**src/rtl/mem_stage.sv**
```systemverilog
// Memory stage: issues one data-memory request per load/store, waits for the
// completion pulse, formats load data and stalls the pipeline meanwhile.
module mem_stage (
    input  logic        clk,
    input  logic        rst,
    input  logic        exmem_valid,
    input  logic        exmem_mem_read,
    input  logic        exmem_mem_write,
    input  logic [2:0]  exmem_funct3,
    input  logic [31:0] exmem_alu_out,
    input  logic [31:0] exmem_rs2_out,
    output logic        dmem_read,
    output logic        dmem_write,
    output logic [31:0] dmem_address,
    output logic [31:0] dmem_wdata,
    output logic [3:0]  dmem_mbe,
    input  logic [31:0] dmem_rdata,
    input  logic        dmem_resp,
    output logic        mem_stall,
    output logic [31:0] mem_rdata,
    output logic        mem_fault
);

    typedef enum logic [1:0] {S_IDLE, S_ACCESS, S_DONE} state_t;

    state_t      r_state;
    state_t      w_next;
    logic        r_read;
    logic        r_write;
    logic [31:0] r_address;
    logic [31:0] r_wdata;
    logic [3:0]  r_mbe;
    logic [31:0] r_rdata;
    logic [2:0]  r_funct3;
    logic [1:0]  r_addr_lo;
    logic        r_is_load;

    logic        w_memop;
    logic        w_bad;
    logic        w_fault;
    logic        w_issue;
    logic [3:0]  w_mbe;
    logic [31:0] w_wdata;
    logic [7:0]  w_byte;
    logic [15:0] w_half;
    logic [31:0] w_load_fmt;

    // Decode memop, misalignment/illegal width and the issue condition
    always_comb begin
        w_memop = exmem_valid & (exmem_mem_read | exmem_mem_write);
        w_bad   = 1'b0;
        case (exmem_funct3)
            3'b000, 3'b100: w_bad = 1'b0;
            3'b001, 3'b101: w_bad = exmem_alu_out[0];
            3'b010:         w_bad = (exmem_alu_out[1:0] != 2'b00);
            default:        w_bad = 1'b1;
        endcase
        w_fault = w_memop & w_bad;
        w_issue = (r_state == S_IDLE) & w_memop & ~w_fault;
    end

    // Store lane placement; loads always request the full word
    always_comb begin
        w_mbe   = 4'b1111;
        w_wdata = exmem_rs2_out;
        if (exmem_mem_write) begin
            case (exmem_funct3[1:0])
                2'b00: begin
                    w_mbe   = 4'b0001 << exmem_alu_out[1:0];
                    w_wdata = {4{exmem_rs2_out[7:0]}};
                end
                2'b01: begin
                    w_mbe   = 4'b0011 << exmem_alu_out[1:0];
                    w_wdata = {2{exmem_rs2_out[15:0]}};
                end
                default: begin
                    w_mbe   = 4'b1111;
                    w_wdata = exmem_rs2_out;
                end
            endcase
        end
    end

    // Load formatting from the lane/width latched at issue time
    always_comb begin
        case (r_addr_lo)
            2'd0:    w_byte = dmem_rdata[7:0];
            2'd1:    w_byte = dmem_rdata[15:8];
            2'd2:    w_byte = dmem_rdata[23:16];
            default: w_byte = dmem_rdata[31:24];
        endcase
        w_half = r_addr_lo[1] ? dmem_rdata[31:16] : dmem_rdata[15:0];
        case (r_funct3)
            3'b000:  w_load_fmt = {{24{w_byte[7]}}, w_byte};
            3'b100:  w_load_fmt = {24'd0, w_byte};
            3'b001:  w_load_fmt = {{16{w_half[15]}}, w_half};
            3'b101:  w_load_fmt = {16'd0, w_half};
            default: w_load_fmt = dmem_rdata;
        endcase
    end

    // Next-state logic
    always_comb begin
        w_next = r_state;
        case (r_state)
            S_IDLE:   if (w_issue)   w_next = S_ACCESS;
            S_ACCESS: if (dmem_resp) w_next = S_DONE;
            S_DONE:                  w_next = S_IDLE;
            default:                 w_next = S_IDLE;
        endcase
    end

    // State register
    always_ff @(posedge clk or posedge rst) begin
        if (rst) r_state <= S_IDLE;
        else     r_state <= w_next;
    end

    // Request registers held through ACCESS; load result captured on completion
    always_ff @(posedge clk or posedge rst) begin
        if (rst) begin
            r_read    <= 1'b0;
            r_write   <= 1'b0;
            r_address <= '0;
            r_wdata   <= '0;
            r_mbe     <= '0;
            r_rdata   <= '0;
            r_funct3  <= '0;
            r_addr_lo <= '0;
            r_is_load <= 1'b0;
        end else if (w_issue) begin
            r_read    <= exmem_mem_read & ~exmem_mem_write;
            r_write   <= exmem_mem_write;
            r_address <= {exmem_alu_out[31:2], 2'b00};
            r_wdata   <= w_wdata;
            r_mbe     <= w_mbe;
            r_funct3  <= exmem_funct3;
            r_addr_lo <= exmem_alu_out[1:0];
            r_is_load <= ~exmem_mem_write;
        end else if ((r_state == S_ACCESS) && dmem_resp) begin
            r_read  <= 1'b0;
            r_write <= 1'b0;
            if (r_is_load) r_rdata <= w_load_fmt;
        end
    end

    // Reset also masks the combinational stall/fault so outputs drop at once
    assign mem_stall    = ~rst & ((r_state == S_ACCESS) | w_issue);
    assign mem_fault    = ~rst & (r_state == S_IDLE) & w_fault;
    assign dmem_read    = r_read;
    assign dmem_write   = r_write;
    assign dmem_address = r_address;
    assign dmem_wdata   = r_wdata;
    assign dmem_mbe     = r_mbe;
    assign mem_rdata    = r_rdata;

endmodule
```
**config.mk**
```make
export PLATFORM = sky130hd
export DESIGN_NAME = mem_stage
export DESIGN_NICKNAME = d
export VERILOG_FILES = /design/src/rtl/mem_stage.sv
export SDC_FILE = /design/constraint.sdc
export NUM_CORES = 1
export LEC_CHECK = 0
export ABC_AREA = 1
export CORE_MARGIN = 2
export CORE_UTILIZATION = 39
export DETAILED_ROUTE_END_ITERATION = 7
export HOLD_SLACK_MARGIN = 0.06
export PLACE_DENSITY = 0.86
export SLEW_MARGIN = 20
export SYNTH_ARGS = -nofsm -noshare
export SYNTH_HDL_FRONTEND = slang
export SYNTH_SLANG_ARGS = --single-unit
```
**constraint.sdc**
```tcl
create_clock -name clk -period 5.3 [get_ports clk]
set_input_delay 1.325 -clock clk [delete_from_list [all_inputs] [get_ports clk]]
set_output_delay 1.325 -clock clk [all_outputs]
set_load 0.05 [all_outputs]
```
==> summary.md <==
| Metric | Value |
|---|---|
| WHS Path Cells | `2` |
| Initial antenna violation count | `0` |
| Reg-to-reg endpoint | `r_funct3[2]` |
| Reg2reg setup slack | `between 2 and 3 ns` |
| H-tree depth | `3` |
| Maximum number of pins on one net before global-route repair | `between 90 and 100` |
| Power Density | `between 500 and 600 mW/mm2` |
| Routed wire per std cell | `roughly 15 um` |
| Post-CTS Setup Bufs | `0` |
| Routed WL | `roughly 16 mm` |
| Clock slew at reported path FFs | `~0.07 ns` |
| Vias in the first global route | `5016` |
| Gpl congestion | `about 0.86` |
| Worst VDD drop | `between 200 and 300 uV` |
| CTS Sinks | `roughly 110` |
| CTS buffer count | `9` |
| Hold_buf cts | `0` |
| Startpoint types | `primary input` |
| GR Overflow Total | `0` |
| Finish-stage setup viols | `0` |
| Layout fillers | `roughly 1200` |
| Worst EP arrival | `about 3 ns` |
| Die Span Y | `between 100 and 150 um` |
| Global route hottest layer | `met2` |
| Final Net Count | `between 900 and 1000` |
| Clock Path Buffers | `2` |
| Measured slew at the worst slew-check pin | `around 1 ns` |
| Die width | `between 100 and 150 um` |
| Hold path endpoint | `dmem_wdata[18]` |
| Placeable Area | `between 0.01 and 0.015 mm2` |
| Status | `completed` |
| GRT Total Usage | `0.225` |
| Routing usage on met1 | `0.277` |
| 1st-iter DRT viols | `between 400 and 500` |
| Endpoints failing hold | `0` |
| FF+latch count, synth | `around 110` |
| I/O Buffers | `about 210` |
| Critical Path End Type | `output pin` |
| Share of post-route cells with drive strength above 1 | `0.0357` |
| GR Layer Usage met3 | `0.0665` |
| Commonest cells after routing, fill and taps aside | `nand2_1 (397), clkdlybuf4s50_1 (204), dfrtp_1 (108), o21ai_0 (46), nand3_1 (42)` |
| Slew Viols, Final | `0` |
| Tightest Hold Check Type | `reg -> reg` |
| IO Count | `between 200 and 250` |
| HPWL after DPL | `approximately 11 mm` |
| Clock Latency Late Sink | `roughly 0.35 ns` |
| Slew HR | `0.316` |
| Clk_skew | `0.00676 ns` |
| DR vias | `a little over 5000` |
| Synth Instances | `707` |
| Synth Area per Inst | `approximately 7.4 um2` |
| Synth cell types | `22` |
| Initial Util | `0.396` |
| Worst Setup Path Type | `in -> out` |
| Min Tclk post-route | `~4.3 ns` |
| RSZ-0062 raised after global routing | `false` |
| TritonCTS clock tree | `yes` |
| Worst Path Max Fanout | `13` |
| M2 GR Usage | `0.368` |
| Number of diodes | `0` |
| Register area share after synthesis | `0.519` |
| Reg2Reg Depth | `8` |
| DRC Markers | `0` |
| FF-to-FF Start | `r_state[0]` |
| Layout area overhead | `45.9%` |
| Peak Freq | `between 200 and 250 MHz` |
| Place WS | `0.996 ns` |
| Die ar. | `about 0.014 mm2` |
| Row cnt | `42` |
| HP Start | `dmem_wdata[18]` |
| First-pass GRT wire length | `~25 mm` |
| Maxcap violations | `0` |
| Commonest non-fill, non-tap cell in the layout | `nand2_1` |
| Setup_tns | `0 ns` |
| Final worst setup slack | `0.964 ns` |
| DRT Pass-1 Iters | `5` |
| Pleak | `about 3.8 nW` |
| Final Cycle Share | `0.818` |
| Root Buffer | `clkbuf_16` |
| Vias per inst | `4.82` |
| Critical Path RT | `3.97 ns` |
| Post-CTS Resized | `0` |
| Mapped cell area | `between 0.005 and 0.006 mm2` |
| Yosys warning total | `0` |
| Post-route ant nets | `0` |
## worst max path at each step
| stage | to | depth (start not counted) | slack [ns] | from |
|---|---|---|---|---|
| final | mem_fault | 6 | 0.96 | exmem_mem_write |
| after global placement | mem_fault | 6 | 1.01 | exmem_mem_write |
| after detailed placement | mem_fault | 6 | 1.0 | exmem_mem_write |
| after CTS | mem_fault | 6 | 0.99 | exmem_mem_write |
| after global routing | mem_fault | 6 | 0.88 | exmem_mem_write |
| after floorplan | mem_fault | 3 | 0.60 | rst |
## worst max-delay path: stages
cell	delay [ns]
clkdlybuf4s50_1	0.74
nor2_1	0.11
nor2_2	0.19
nand2_1	0.08
a21oi_1	0.29
buf_4	0.27
## through the flow
step	hold slack (ns)	power, mW	cells	instance area [um2]	util
2_1_floorplan	0.518	2.56	708	5220	-
3_3_place_gp	0.461	3.25	1057	7320	0.557
3_5_place_dp	0.464	3.27	1057	7320	0.557
4_1_cts	0.483	3.94	1073	7600	0.578
5_1_grt	0.507	4.13	1073	7600	0.579
6_report	0.479	3.92	1073	7600	0.579
## registers in the layout, indices dropped and copies added (netlist names)
signal / count
dmem_address: 30
dmem_mbe: 4
dmem_read: 1
dmem_wdata: 32
dmem_write: 1
mem_rdata: 32
r_addr_lo: 2
r_funct3: 3
r_is_load: 1
r_state: 2
## cells by family after synthesis
group,after synthesis,share of synthesized area
AND/OR/NAND/NOR,480,0.366
AO/OA/AOI/OAI,52,0.0500
buffers and inverters,66,0.0641
flip-flops,108,0.519
other,1,0.000720
## power by group
part,internal [mW],total (mW),switching [mW]
sequential,1.08,1.26,0.179
combinational,0.660,2.01,1.35
clock,0.328,0.656,0.328
total,2.07,3.92,1.85
## routing by layer
metal / vias to the layer above / routed length, um
li1: 2544 / -
met4: 0 / 463
met2: 228 / 7400
met5: - / 0
met1: 2373 / 6380
met3: 31 / 1410
## Yosys cell counts (all sizes together)
library cell | count | area, um2
nand3 | 45 | 248
buf | 32 | 206
nor3 | 6 | 30.0
inv | 29 | 109
conb | 1 | 3.75
a21oi | 5 | 25.0
and2 | 1 | 6.26
nor2 | 27 | 109
nand3b | 2 | 15.0
dfrtp | 108 | 2700
clkbuf | 5 | 18.8
o21ai | 47 | 235
nand2 | 399 | 1500
## area by class of cell
type / count / area, um2 / share of cell area
repair buffers: 210 / 2100 / 0.276
clock buffers: 10 / 229 / 0.0301
clock inverters: 6 / 51.3 / 0.00675
multi-input cells: 534 / 2190 / 0.288
well taps: 176 / 220 / 0.0290
flip-flops and latches: 108 / 2700 / 0.356
inverters: 29 / 113 / 0.0148
(Power assumes the default switching activity.)
